--- src/rtl/spi_flash_responder_pkg.sv ---
// spi_flash_pkg: shared definitions for the SPI NOR flash responder.
//   - opcodes of the supported flash command subset
//   - FSM state encoding
//   - status register bit positions
package spi_flash_pkg;

  localparam logic [7:0] OP_READ = 8'h03;
  localparam logic [7:0] OP_RDSR = 8'h05;
  localparam logic [7:0] OP_RDID = 8'h9F;
  localparam logic [7:0] OP_WREN = 8'h06;
  localparam logic [7:0] OP_WRDI = 8'h04;
  localparam logic [7:0] OP_PP   = 8'h02;

  typedef enum logic [2:0] {
    ST_IDLE,
    ST_CMD,
    ST_ADDR,
    ST_READ,
    ST_ID,
    ST_STAT,
    ST_PROG,
    ST_IGNORE
  } state_t;

  localparam int SR_WIP = 0;
  localparam int SR_WEL = 1;

endpackage

--- src/rtl/spi_flash_responder_if.sv ---
// spi_flash_responder_if: SPI pins plus backing-memory port of the flash
// responder.
//   spi_cs/spi_sck/spi_mosi   serial bus from the SPI master
//   spi_miso/spi_miso_oe      serial data back to the master and its enable
//   mem_addr/mem_rd/mem_rdata byte memory read port (data one cycle after rd)
//   mem_wr/mem_wdata          byte memory write port
//   busy                      transaction in progress
// Modports: slave = responder side, master = bridge/memory side.
interface spi_flash_responder_if #(
  parameter int MEM_AW = 16
);
  logic              spi_cs;
  logic              spi_sck;
  logic              spi_mosi;
  logic              spi_miso;
  logic              spi_miso_oe;
  logic [MEM_AW-1:0] mem_addr;
  logic              mem_rd;
  logic [7:0]        mem_rdata;
  logic              mem_wr;
  logic [7:0]        mem_wdata;
  logic              busy;

  modport slave (
    input  spi_cs, spi_sck, spi_mosi, mem_rdata,
    output spi_miso, spi_miso_oe, mem_addr, mem_rd, mem_wr, mem_wdata, busy
  );

  modport master (
    output spi_cs, spi_sck, spi_mosi, mem_rdata,
    input  spi_miso, spi_miso_oe, mem_addr, mem_rd, mem_wr, mem_wdata, busy
  );
endinterface

--- src/rtl/spi_flash_responder_sync_edge.sv ---
// spi_sync_edge: multi-flop synchronizer for a small bus of asynchronous
// pins, with rising/falling edge pulses taken from the synchronized value
// against its one-cycle-delayed copy.
//   clk, reset_n   clock and asynchronous active-low reset
//   d_async[W]     raw pins
//   q[W]           synchronized pins
//   rise[W]/fall[W] single-cycle edge pulses
// RST_VAL sets the idle level of each pin so no false edge follows reset.
module spi_sync_edge #(
  parameter int           STAGES  = 2,
  parameter int           W       = 3,
  parameter logic [W-1:0] RST_VAL = '0
) (
  input  logic         clk,
  input  logic         reset_n,
  input  logic [W-1:0] d_async,
  output logic [W-1:0] q,
  output logic [W-1:0] rise,
  output logic [W-1:0] fall
);
  logic [W-1:0] stage [STAGES];
  logic [W-1:0] prev;

  always_ff @(posedge clk or negedge reset_n) begin
    if (!reset_n) begin
      for (int i = 0; i < STAGES; i++) stage[i] <= RST_VAL;
      prev <= RST_VAL;
    end else begin
      stage[0] <= d_async;
      for (int i = 1; i < STAGES; i++) stage[i] <= stage[i-1];
      prev <= stage[STAGES-1];
    end
  end

  assign q    = stage[STAGES-1];
  assign rise = q & ~prev;
  assign fall = ~q & prev;
endmodule

--- src/rtl/spi_flash_responder.sv ---
// spi_flash_responder: SPI mode-0 responder emulating a serial NOR flash
// subset (READ, RDSR, RDID; optionally WREN/WRDI/PP) backed by an external
// byte memory with one cycle of read latency.
//   clk, reset_n  system clock, asynchronous active-low reset
//   bus (slave)   SPI pins, memory port and busy flag
// Parameters: MEM_AW memory address width, JEDEC_ID RDID bytes,
// SYNC_STAGES pin synchronizer depth.
// Build option: define SPI_FLASH_RESPONDER_PROGRAM_EN to enable WREN, WRDI
// and page program; otherwise those opcodes are ignored and the write port
// stays at 0.
//
// state     | meaning
// ST_IDLE   | cs high, waiting for cs fall
// ST_CMD    | shifting in the opcode
// ST_ADDR   | shifting in 3 address bytes
// ST_READ   | streaming memory bytes out
// ST_ID     | streaming JEDEC id, then zeros
// ST_STAT   | streaming the status byte
// ST_PROG   | writing received bytes into the page
// ST_IGNORE | unknown/finished opcode, MISO low until cs high
module spi_flash_responder
  import spi_flash_pkg::*;
#(
  parameter int          MEM_AW      = 16,
  parameter logic [23:0] JEDEC_ID    = 24'hEF4016,
  parameter int          SYNC_STAGES = 2
) (
  input logic                  clk,
  input logic                  reset_n,
  spi_flash_responder_if.slave bus
);
`ifdef SPI_FLASH_RESPONDER_PROGRAM_EN
  localparam bit PROG_EN = 1'b1;
`else
  localparam bit PROG_EN = 1'b0;
`endif

  logic [2:0] pin_sync, pin_rise, pin_fall;

  // bit order {mosi, sck, cs}; cs idles high
  spi_sync_edge #(.STAGES(SYNC_STAGES), .W(3), .RST_VAL(3'b001)) u_sync (
    .clk     (clk),
    .reset_n (reset_n),
    .d_async ({bus.spi_mosi, bus.spi_sck, bus.spi_cs}),
    .q       (pin_sync),
    .rise    (pin_rise),
    .fall    (pin_fall)
  );

  logic cs_hi, cs_rise, cs_fall, sck_rise, sck_fall, mosi;
  assign cs_hi    = pin_sync[0];
  assign cs_rise  = pin_rise[0];
  assign cs_fall  = pin_fall[0];
  assign sck_rise = pin_rise[1];
  assign sck_fall = pin_fall[1];
  assign mosi     = pin_sync[2];

  state_t            state;
  logic [2:0]        bit_cnt;
  logic [7:0]        rx_shift, tx_shift, tx_next;
  logic              load_pend;
  logic [1:0]        byte_idx, id_idx;
  logic [15:0]       addr_hi;
  logic [MEM_AW-1:0] mem_addr_q;
  logic              mem_rd_q, rd_dly, mem_wr_q;
  logic [7:0]        mem_wdata_q;
  logic              miso_q;
  logic              wel, wel_set, wel_clr, is_pp;

  logic        byte_done;
  logic [7:0]  rx_byte;
  logic [23:0] full_addr;
  logic [7:0]  status;
  logic [7:0]  id_byte;

  assign byte_done = sck_rise && (bit_cnt == 3'd7);
  assign rx_byte   = {rx_shift[6:0], mosi};
  assign full_addr = {addr_hi, rx_byte};

  // flash address bits above MEM_AW are intentionally dropped
  logic unused_bits;
  assign unused_bits = ^{pin_rise[2], pin_fall[2], full_addr};

  always_comb begin
    status         = '0;
    status[SR_WEL] = wel;
  end

  always_comb begin
    case (id_idx)
      2'd1:    id_byte = JEDEC_ID[15:8];
      2'd2:    id_byte = JEDEC_ID[7:0];
      default: id_byte = 8'h00;
    endcase
  end

  always_ff @(posedge clk or negedge reset_n) begin
    if (!reset_n) begin
      state       <= ST_IDLE;
      bit_cnt     <= '0;
      rx_shift    <= '0;
      tx_shift    <= '0;
      tx_next     <= '0;
      load_pend   <= 1'b0;
      byte_idx    <= '0;
      id_idx      <= '0;
      addr_hi     <= '0;
      mem_addr_q  <= '0;
      mem_rd_q    <= 1'b0;
      rd_dly      <= 1'b0;
      mem_wr_q    <= 1'b0;
      mem_wdata_q <= '0;
      miso_q      <= 1'b0;
      wel         <= 1'b0;
      wel_set     <= 1'b0;
      wel_clr     <= 1'b0;
      is_pp       <= 1'b0;
    end else begin
      mem_rd_q <= 1'b0;
      mem_wr_q <= 1'b0;
      rd_dly   <= mem_rd_q;
      // read data is valid the cycle after the strobe is seen by the memory
      if (rd_dly) tx_next <= bus.mem_rdata;
      // page program: advance within the 256-byte page after each write
      if (mem_wr_q) mem_addr_q[7:0] <= mem_addr_q[7:0] + 8'd1;

      if (cs_hi) begin
        state     <= ST_IDLE;
        bit_cnt   <= '0;
        tx_shift  <= '0;
        load_pend <= 1'b0;
        miso_q    <= 1'b0;
        is_pp     <= 1'b0;
        wel_set   <= 1'b0;
        wel_clr   <= 1'b0;
        if (cs_rise && PROG_EN) begin
          if (wel_set) wel <= 1'b1;
          else if (wel_clr || is_pp) wel <= 1'b0;
        end
      end else begin
        if (sck_rise) begin
          rx_shift <= rx_byte;
          bit_cnt  <= bit_cnt + 3'd1;
        end

        if (sck_fall) begin
          if (load_pend) begin
            miso_q    <= tx_next[7];
            tx_shift  <= {tx_next[6:0], 1'b0};
            load_pend <= 1'b0;
            if (state == ST_READ) begin
              mem_addr_q <= mem_addr_q + MEM_AW'(1);
              mem_rd_q   <= 1'b1;
            end
          end else begin
            miso_q   <= tx_shift[7];
            tx_shift <= {tx_shift[6:0], 1'b0};
          end
        end

        case (state)
          ST_IDLE: begin
            if (cs_fall) begin
              state   <= ST_CMD;
              bit_cnt <= '0;
            end
          end
          ST_CMD: begin
            if (byte_done) begin
              case (rx_byte)
                OP_READ: begin
                  state    <= ST_ADDR;
                  byte_idx <= '0;
                end
                OP_RDID: begin
                  state     <= ST_ID;
                  tx_next   <= JEDEC_ID[23:16];
                  id_idx    <= 2'd1;
                  load_pend <= 1'b1;
                end
                OP_RDSR: begin
                  state     <= ST_STAT;
                  tx_next   <= status;
                  load_pend <= 1'b1;
                end
                OP_WREN: begin
                  state   <= ST_IGNORE;
                  wel_set <= PROG_EN;
                end
                OP_WRDI: begin
                  state   <= ST_IGNORE;
                  wel_clr <= PROG_EN;
                end
                OP_PP: begin
                  if (PROG_EN && wel) begin
                    state    <= ST_ADDR;
                    byte_idx <= '0;
                    is_pp    <= 1'b1;
                  end else begin
                    state <= ST_IGNORE;
                  end
                end
                default: state <= ST_IGNORE;
              endcase
            end
          end
          ST_ADDR: begin
            if (byte_done) begin
              addr_hi  <= full_addr[15:0];
              byte_idx <= byte_idx + 2'd1;
              if (byte_idx == 2'd2) begin
                mem_addr_q <= full_addr[MEM_AW-1:0];
                if (is_pp) begin
                  state <= ST_PROG;
                end else begin
                  state     <= ST_READ;
                  mem_rd_q  <= 1'b1;
                  load_pend <= 1'b1;
                end
              end
            end
          end
          ST_READ: begin
            if (byte_done) load_pend <= 1'b1;
          end
          ST_ID: begin
            if (byte_done) begin
              tx_next   <= id_byte;
              load_pend <= 1'b1;
              if (id_idx != 2'd3) id_idx <= id_idx + 2'd1;
            end
          end
          ST_STAT: begin
            if (byte_done) begin
              tx_next   <= status;
              load_pend <= 1'b1;
            end
          end
          ST_PROG: begin
            if (byte_done && PROG_EN) begin
              mem_wdata_q <= rx_byte;
              mem_wr_q    <= 1'b1;
            end
          end
          ST_IGNORE: begin
            // any bit past the opcode cancels a pending WREN/WRDI
            if (sck_rise) begin
              wel_set <= 1'b0;
              wel_clr <= 1'b0;
            end
          end
          default: state <= ST_IDLE;
        endcase
      end
    end
  end

  assign bus.spi_miso    = miso_q;
  assign bus.spi_miso_oe = ~cs_hi;
  assign bus.busy        = ~cs_hi;
  assign bus.mem_addr    = mem_addr_q;
  assign bus.mem_rd      = mem_rd_q;
  assign bus.mem_wr      = mem_wr_q;
  assign bus.mem_wdata   = mem_wdata_q;
endmodule

--- src/flat_wrapper.sv ---
// flat-port wrapper written by rule: the top's interface ports become plain ports
module spi_flash_responder_flat import spi_flash_pkg::*;
#(
  parameter int          MEM_AW      = 16,
  parameter logic [23:0] JEDEC_ID    = 24'hEF4016,
  parameter int          SYNC_STAGES = 2
)
  (clk, reset_n, bus_spi_cs, bus_spi_sck, bus_spi_mosi, bus_mem_rdata, bus_spi_miso, bus_spi_miso_oe, bus_mem_addr, bus_mem_rd, bus_mem_wr, bus_mem_wdata, bus_busy);
  spi_flash_responder_if #(.MEM_AW(MEM_AW)) bus_i ();
  input logic clk;
  input logic reset_n;
  input wire logic [$bits(bus_i.spi_cs)-1:0] bus_spi_cs;
  input wire logic [$bits(bus_i.spi_sck)-1:0] bus_spi_sck;
  input wire logic [$bits(bus_i.spi_mosi)-1:0] bus_spi_mosi;
  input wire logic [$bits(bus_i.mem_rdata)-1:0] bus_mem_rdata;
  output wire logic [$bits(bus_i.spi_miso)-1:0] bus_spi_miso;
  output wire logic [$bits(bus_i.spi_miso_oe)-1:0] bus_spi_miso_oe;
  output wire logic [$bits(bus_i.mem_addr)-1:0] bus_mem_addr;
  output wire logic [$bits(bus_i.mem_rd)-1:0] bus_mem_rd;
  output wire logic [$bits(bus_i.mem_wr)-1:0] bus_mem_wr;
  output wire logic [$bits(bus_i.mem_wdata)-1:0] bus_mem_wdata;
  output wire logic [$bits(bus_i.busy)-1:0] bus_busy;
  assign bus_i.spi_cs = bus_spi_cs;
  assign bus_i.spi_sck = bus_spi_sck;
  assign bus_i.spi_mosi = bus_spi_mosi;
  assign bus_i.mem_rdata = bus_mem_rdata;
  assign bus_spi_miso = bus_i.spi_miso;
  assign bus_spi_miso_oe = bus_i.spi_miso_oe;
  assign bus_mem_addr = bus_i.mem_addr;
  assign bus_mem_rd = bus_i.mem_rd;
  assign bus_mem_wr = bus_i.mem_wr;
  assign bus_mem_wdata = bus_i.mem_wdata;
  assign bus_busy = bus_i.busy;
  spi_flash_responder #(.MEM_AW(MEM_AW), .JEDEC_ID(JEDEC_ID), .SYNC_STAGES(SYNC_STAGES)) u_core (.clk(clk), .reset_n(reset_n), .bus(bus_i));
endmodule
--- config.mk ---
export PLATFORM = sky130hd
export DESIGN_NAME = spi_flash_responder_flat
export DESIGN_NICKNAME = d
export VERILOG_FILES = /design/src/rtl/spi_flash_responder_pkg.sv /design/src/rtl/spi_flash_responder_if.sv /design/src/rtl/spi_flash_responder_sync_edge.sv /design/src/rtl/spi_flash_responder.sv /design/src/flat_wrapper.sv
export SDC_FILE = /design/constraint.sdc
export NUM_CORES = 1
export LEC_CHECK = 0
export CORE_MARGIN = 1.5
export CORE_UTILIZATION = 56
export CTS_CLUSTER_DIAMETER = 50
export CTS_CLUSTER_SIZE = 20
export DETAILED_ROUTE_END_ITERATION = 12
export PLACE_DENSITY = 0.8
export SLEW_MARGIN = 40
export SYNTH_ARGS = -nofsm -noshare
export SYNTH_HDL_FRONTEND = slang
export SYNTH_SLANG_ARGS = --single-unit
export TNS_END_PERCENT = 20
--- constraint.sdc ---
create_clock -name clk -period 2.65 [get_ports clk]
set_input_delay 0.3975 -clock clk [delete_from_list [all_inputs] [get_ports clk]]
set_output_delay 0.3975 -clock clk [all_outputs]
set_load 0.02 [all_outputs]
==> flow_metrics.py, run 1 <==
metrics = {
    "routing": {
        "ant_nets": 0,
        "routedWlPerCell_um": 16.6,
        "viasPerCell": 6.05,
        "drt_iter0_drc": 268,
        "routed-via-count": 2619,
        "drc": 0,
        "drt_wl_total_um": 7200,
        "dr.pass1.iters": 4,
    },
    "sta": {
        "drv_slew": 0,
        "setup_viol": 0,
        "hold_viol_final": 0,
        "fin_tns_setup_ps": 0,
        "fin_crit_sh_pct": 78.4,
        "tightest_slew_ps": 681,
        "holdWs_ps": 352,
        "rsz0062_at_grt": "no",
        "layout_setup_ws_ps": 572,
        "finalCriticalPeriod_ps": 2080,
        "skew_ps": 13.2,
        "fmax_mhz": 481,
        "slew_headroom_pct": 54.6,
    },
    "clocking": {
        "cts_root_buf": "clkbuf_8",
        "cts_hold_buf": 1,
        "clkLatencyLatePin_ps": 350,
        "clock-sinks": 68,
        "cts_tree": "yes",
        "cts.path.max_buffers": 2,
        "htreeDepth": 3,
        "post-cts-setup-buffers": 0,
        "cts-buffers-inserted": 9,
        "clk_pin_slew_worst_paths_ps": 80,
        "cts_resized": 0,
    },
    "pwr": {
        "power.leakage_nw": 1.66,
        "p_per_area_nw_per_um2": 592,
        "p_comb_share_pct": 8.0,
        "peakVddDrop_v": 0.000366,
        "switching_share_pct": 26.9,
        "power_frac_seq_pct": 51.2,
        "intPower_mw": 1.73,
        "p_switching_uw": 636,
        "pwr-share-clk_pct": 40.8,
    },
    "placed_design": {
        "place.gp.congestion": 0.875,
        "port-buffer-count": 32,
        "place_ws_ps": 578,
        "hpwl_um": 5090,
    },
    "critical_path": {
        "critical_path_buf_inv_count": 0,
        "worstPathArrival_ps": 2290,
        "worstPathRequired_ps": 2870,
        "crit_path_top_delay_cell": "dfrtp_1",
        "crit_type": "register to register",
        "cp_common_cell": "ha_1",
        "crit_fanout": 37,
        "crit_family": "simple AND/OR/NAND/NOR gates",
        "max_stage_delay_ps": 380,
        "cp-end-kind": "register",
        "start_kind": "register",
        "cp_cell_sequence": "ha_1 > ha_1 > and3b_1 > nand3_4 > a21oi_1 > nand2b_1 > o311ai_0",
    },
    "hold_path": {
        "hp-class": "register to register",
    },
    "global_routing": {
        "grt_usage_pct": 24.2,
        "grt_pass1_wl_um": 12000,
        "grt_max_degree": 38,
        "antenna_found_initial": 0,
        "overflow": 0,
        "grt_pass1_vias": 2460,
    },
    "die": {
        "core_area_sq_um": 5960,
        "pin_count": 42,
        "chipWidth_um": 81.7,
        "dieArea_sq_um": 6680,
        "start_util_pct": 58.3,
        "die_y_um": 81.7,
        "rows": 28,
    },
    "logic_synthesis": {
        "netlist_instances": 327,
        "yosysSeqAreaShare_pct": 49.2,
        "synth_flop_cell": "dfrtp_1",
        "syn_area_sq_um": 3470,
        "synth-edff-count": 0,
        "netlist.area_leader.share_pct": 46.9,
        "yosys.area.top_type": "dfrtp_1",
        "ys_ff_latch": 68,
        "synthArstFlopShare_pct": 100,
        "synth_area_per_cell_sq_um": 10.6,
        "yosysUniqueCellTypes": 53,
        "synth_area_leaders": "dfrtp_1, mux2i_1, mux2_2",
        "yosys_warnings": 9,
    },
    "status": {
        "status": "complete, no violations",
    },
    "final_layout": {
        "layout-drive-gt1-share_pct": 14.5,
        "area_delta_synth_final_pct": 15.1,
        "diodes": 0,
        "post-route-util_pct": 67.0,
        "final_nets": 373,
    },
    "run": {
        "cap_violations": 0,
    },
}
==> final cells by class <==
cell class / count / area, sq um
clock inverters: 6 / 87.6
fillers: 476 / 1960
inverters: 9 / 33.8
well taps: 75 / 93.8
multi-input cells: 228 / 1580
flip-flops and latches: 68 / 1710
clock buffers: 10 / 138
repair buffers: 37 / 355
==> final timing paths <==
check | endpoint | start | depth (start not counted) | slack (ps)
setup / recovery | u_core.bus.mem_addr[0]$_DFFE_PN0N_ | u_core.bit_cnt[0]$_DFF_PN0_ | 7 | 570
hold / removal | u_core.u_sync.q[2]$_DFF_PN0_ | u_core.u_sync.stage[5]$_DFF_PN0_ | 0 | 350
setup reg to reg | u_core.bus.mem_addr[0]$_DFFE_PN0N_ | u_core.bit_cnt[0]$_DFF_PN0_ | 7 | 570
hold reg to reg | u_core.u_sync.q[2]$_DFF_PN0_ | u_core.u_sync.stage[5]$_DFF_PN0_ | 0 | 350
max in group asynchronous | u_core.byte_idx[1]$_DFFE_PN0P_ | reset_n | 3 | 1400
min in group asynchronous | u_core.tx_next[5]$_DFF_PN0_ | reset_n | 2 | 500
==> routing by layer <==
| metal | global-route usage [%] | part of all wire, % | vias to the layer above |
|---|---|---|---|
| met3 | 4.44 | 5.8 | 14 |
| li1 | - | - | 1222 |
| met5 | 0 | 0 | - |
| met1 | 33.4 | 44 | 1289 |
| met2 | 37.6 | 48 | 94 |
| met4 | 10.2 | 1.7 | 0 |
==> synthesized netlist by cell type (all sizes together), types with 2 or more instances <==
| cell | n |
|---|---|
| a21oi | 28 |
| a41oi | 3 |
| and3 | 5 |
| and4 | 2 |
| buf | 27 |
| clkbuf | 3 |
| dfrtp | 65 |
| dfstp | 3 |
| ha | 7 |
| inv | 9 |
| mux2 | 15 |
| mux2i | 17 |
| nand2 | 29 |
| nand2b | 3 |
| nand3 | 14 |
| nand4 | 8 |
| nor2 | 18 |
| nor3 | 5 |
| nor3b | 3 |
| o21ai | 23 |
| o22a | 10 |
| o22ai | 6 |
| o2bb2a | 5 |
==> kinds of logic (layout without fill, tap and decap cells) <==
kind of cell | count (synthesis) | count (layout) | share of synthesized area (%)
other cells | 1 | 9 | 0.108
fa+ha+maj | 7 | 7 | 2.52
mux | 32 | 32 | 9.77
buf+inv | 39 | 62 | 6.20
xor+xnor | 1 | 1 | 0.252
simple gates | 95 | 95 | 16.2
flops | 68 | 68 | 49.2
compound gates | 84 | 84 | 15.8
==> power groups by stage <==
stage	clock network (mW)	logic, mW	registers [mW]
floorplan	0	0.194	1.14
global placement	0	0.185	1.22
detailed placement	0	0.191	1.22
CTS	0.970	0.192	1.20
global route	1.02	0.207	1.22
finish	0.964	0.190	1.21
==> registers in the layout, indices dropped and copies added, names as in the netlist, 2 cells and up <==
| register | flops |
|---|---|
| u_core.bus.mem_addr | 16 |
| u_core.state | 3 |
| u_core.byte_idx | 2 |
| u_core.u_sync.stage | 3 |
| u_core.bit_cnt | 3 |
| u_core.tx_next | 8 |
| u_core.rx_shift | 7 |
| u_core.addr_hi | 8 |
| u_core.id_idx | 2 |
| u_core.u_sync.q | 3 |
| u_core.u_sync.prev | 2 |
| u_core.tx_shift | 7 |
==> through the flow <==
| stage | cell area (sq um) | std cells | power [mW] |
|---|---|---|---|
| after detailed placement | 3760 | 416 | 1.41 |
| after CTS | 3990 | 433 | 2.37 |
| after global placement | 3760 | 416 | 1.40 |
| after global routing | 3990 | 433 | 2.45 |
| final | 3990 | 433 | 2.36 |
| after floorplan | 3500 | 335 | 1.34 |
==> layout by cell type, fill, tap and decap left out, types with 3 or more instances in the layout <==
cell type and count:
nand2_1 28, nand3_1 13, conb_1 9, o22a_1 10, mux2i_1 17, a21oi_1 28, inv_1 9, o22ai_1 6
dfstp_2 3, and3_1 5, nor2_1 17, nand4_1 8, o2bb2a_1 5, ha_1 7, mux2_2 15, clkbuf_8 10
clkdlybuf4s50_1 31, o21ai_0 23, dfrtp_1 65, nand2b_1 3, buf_4 4, nor3_4 3
(Power assumes the default switching activity.)
==> inputs of run 2 (changes only) <==
--- a/config.mk
+++ b/config.mk
@@ -6,11 +6,11 @@
 export NUM_CORES = 1
 export LEC_CHECK = 0
 export CORE_MARGIN = 1.5
-export CORE_UTILIZATION = 56
+export CORE_UTILIZATION = 50
 export CTS_CLUSTER_DIAMETER = 50
 export CTS_CLUSTER_SIZE = 20
 export DETAILED_ROUTE_END_ITERATION = 12
-export PLACE_DENSITY = 0.8
+export PLACE_DENSITY = 0.76
 export SLEW_MARGIN = 40
 export SYNTH_ARGS = -nofsm -noshare
 export SYNTH_HDL_FRONTEND = slang
==> constraint.sdc (replaced) <==
create_clock -name clk -period 1.9 [get_ports clk]
set_input_delay 0.285 -clock clk [delete_from_list [all_inputs] [get_ports clk]]
set_output_delay 0.285 -clock clk [all_outputs]
set_load 0.02 [all_outputs]
==> flow_metrics.py, run 2 (synthesized netlist as in run 1, its figures left out) <==
metrics = {
    "pwr": {
        "peakVddDrop_v": 0.000555,
        "power.leakage_nw": 1.76,
        "p_per_area_nw_per_um2": 797,
    },
    "placed_design": {
        "placed_cell_area_sq_um": 3920,
        "placed_cells": 440,
        "port-buffer-count": 32,
        "hpwl_um": 5120,
        "place.gp.congestion": 0.912,
    },
    "final_layout": {
        "final_nets": 397,
        "layout_commonest_cell": "dfrtp_1",
        "layout-drive-gt1-share_pct": 20.9,
        "area_delta_synth_final_pct": 21.7,
        "final_cell_mix": "dfrtp_1, clkdlybuf4s50_1, a21oi_1",
        "n_fill_cell": 551,
        "diodes": 0,
        "fin_cells": 462,
        "largest_register_ffs": 16,
        "post-route-util_pct": 62.5,
        "fin_area_sq_um": 4220,
    },
    "global_routing": {
        "antenna_found_initial": 0,
        "grt_pass1_vias": 2567,
        "grt_pass1_wl_um": 12400,
        "overflow": 0,
        "grt_max_degree": 69,
        "grt_usage_pct": 21.5,
    },
    "clocking": {
        "cts_tree": "yes",
        "clock-sinks": 68,
        "clk_pin_slew_worst_paths_ps": 70,
        "cts-buffers-inserted": 9,
        "cts_root_buf": "clkbuf_8",
        "htreeDepth": 3,
        "cts.path.max_buffers": 2,
        "clkLatencyLatePin_ps": 350,
    },
    "die": {
        "chipWidth_um": 86.3,
        "rows": 30,
        "pin_count": 42,
        "die_y_um": 86.3,
        "dieArea_sq_um": 7450,
        "core_area_sq_um": 6760,
        "start_util_pct": 51.4,
    },
    "sta": {
        "hold_viol_final": 0,
        "tightest_slew_ps": 664,
        "holdWs_ps": 343,
        "drv_slew": 0,
        "fmax_mhz": 543,
        "setup_viol": 0,
        "fin_crit_sh_pct": 96.9,
        "slew_headroom_pct": 55.7,
        "fin_tns_setup_ps": 0,
        "finalCriticalPeriod_ps": 1840,
        "skew_ps": 6.86,
    },
    "routing": {
        "viasPerCell": 5.92,
        "ant_nets": 0,
        "drt_wl_total_um": 7630,
        "drc": 0,
        "drt_iter0_drc": 274,
        "dr.pass1.iters": 4,
        "routed-via-count": 2737,
        "routedWlPerCell_um": 16.5,
    },
    "critical_path": {
        "worstPathRequired_ps": 2130,
        "crit_path_top_delay_cell": "dfrtp_1",
        "cp-end-kind": "register",
        "max_stage_delay_ps": 390,
        "start_kind": "register",
        "crit_fanout": 16,
        "crit_type": "register to register",
        "worstPathArrival_ps": 2080,
        "cp_cell_sequence": "ha_1 > ha_1 > and3b_2 > nand3_4 > nand2_2 > o22a_1 > o22a_1",
    },
    "status": {
        "status": "complete, no violations",
    },
    "run": {
        "cap_violations": 0,
    },
    "hold_path": {
        "hp-class": "input pin to register",
    },
}
[run 2: critical path, delay by kind of cell (launching register included)]
family	cells	cell delay, ps
and+or+nand+nor	3	580
adders and majority gates	2	400
DFF	1	390
AOI/OAI and AO/OA	2	380
[run 2: area by class of cell]
| type | instances | area, sq um | area share (%) |
|---|---|---|---|
| flip-flops and latches | 68 | 1710 | 40.4 |
| multi-input cells | 230 | 1630 | 38.6 |
| repair buffers | 59 | 538 | 12.7 |
| clock buffers | 10 | 128 | 3.02 |
| well taps | 80 | 100 | 2.37 |
| clock inverters | 6 | 88.8 | 2.10 |
| inverters | 9 | 33.8 | 0.800 |
[run 2: where the power goes]
part	internal (mW)	total, mW	switching, mW
registers	1.52	1.60	0.0817
logic	0.181	0.448	0.267
clock network	0.739	1.31	0.573
total	2.44	3.36	0.922
[run 2: through the flow]
step,power [mW],setup WS [ps]
after global placement,2.05,51.9
after floorplan,1.86,64.2
after global routing,3.48,-37.5
final,3.36,59.0
after CTS,3.36,-2.72
after detailed placement,2.07,-13.9
[run 2: final timing paths]
kind | depth (start not counted) | end | startpoint | slack, ps
min | 1 | u_core.u_sync.stage[3]$_DFF_PN1_ | bus_spi_cs | 340
max in group asynchronous | 3 | u_core.u_sync.stage[3]$_DFF_PN1_ | reset_n | 1070
max | 7 | u_core.bus.mem_addr[14]$_DFFE_PN0N_ | u_core.bit_cnt[0]$_DFF_PN0_ | 60
min in group asynchronous | 3 | u_core.tx_shift[4]$_DFFE_PN0P_ | reset_n | 450
max reg2reg | 7 | u_core.bus.mem_addr[14]$_DFFE_PN0N_ | u_core.bit_cnt[0]$_DFF_PN0_ | 60
min reg2reg | 0 | u_core.u_sync.q[1]$_DFF_PN0_ | u_core.u_sync.stage[4]$_DFF_PN0_ | 360
[run 2: layer usage]
metal	vias up	global-route usage [%]	wire (um)
met5	-	0	0
met4	0	8.36	110
met3	10	4.00	398
met2	87	32.4	3610
met1	1368	30.9	3510
li1	1272	-	-
[run 2: timing repair]
action / 4_1_cts / 5_1_grt
setup buffers: 0 / 3
cloned: 0 / 2
hold endpoints to repair: 65 / 0
hold buffers: 1 / 0
resized for setup: 4 / 7
pin swaps: 0 / 2
setup endpoints to repair: 4 / 15
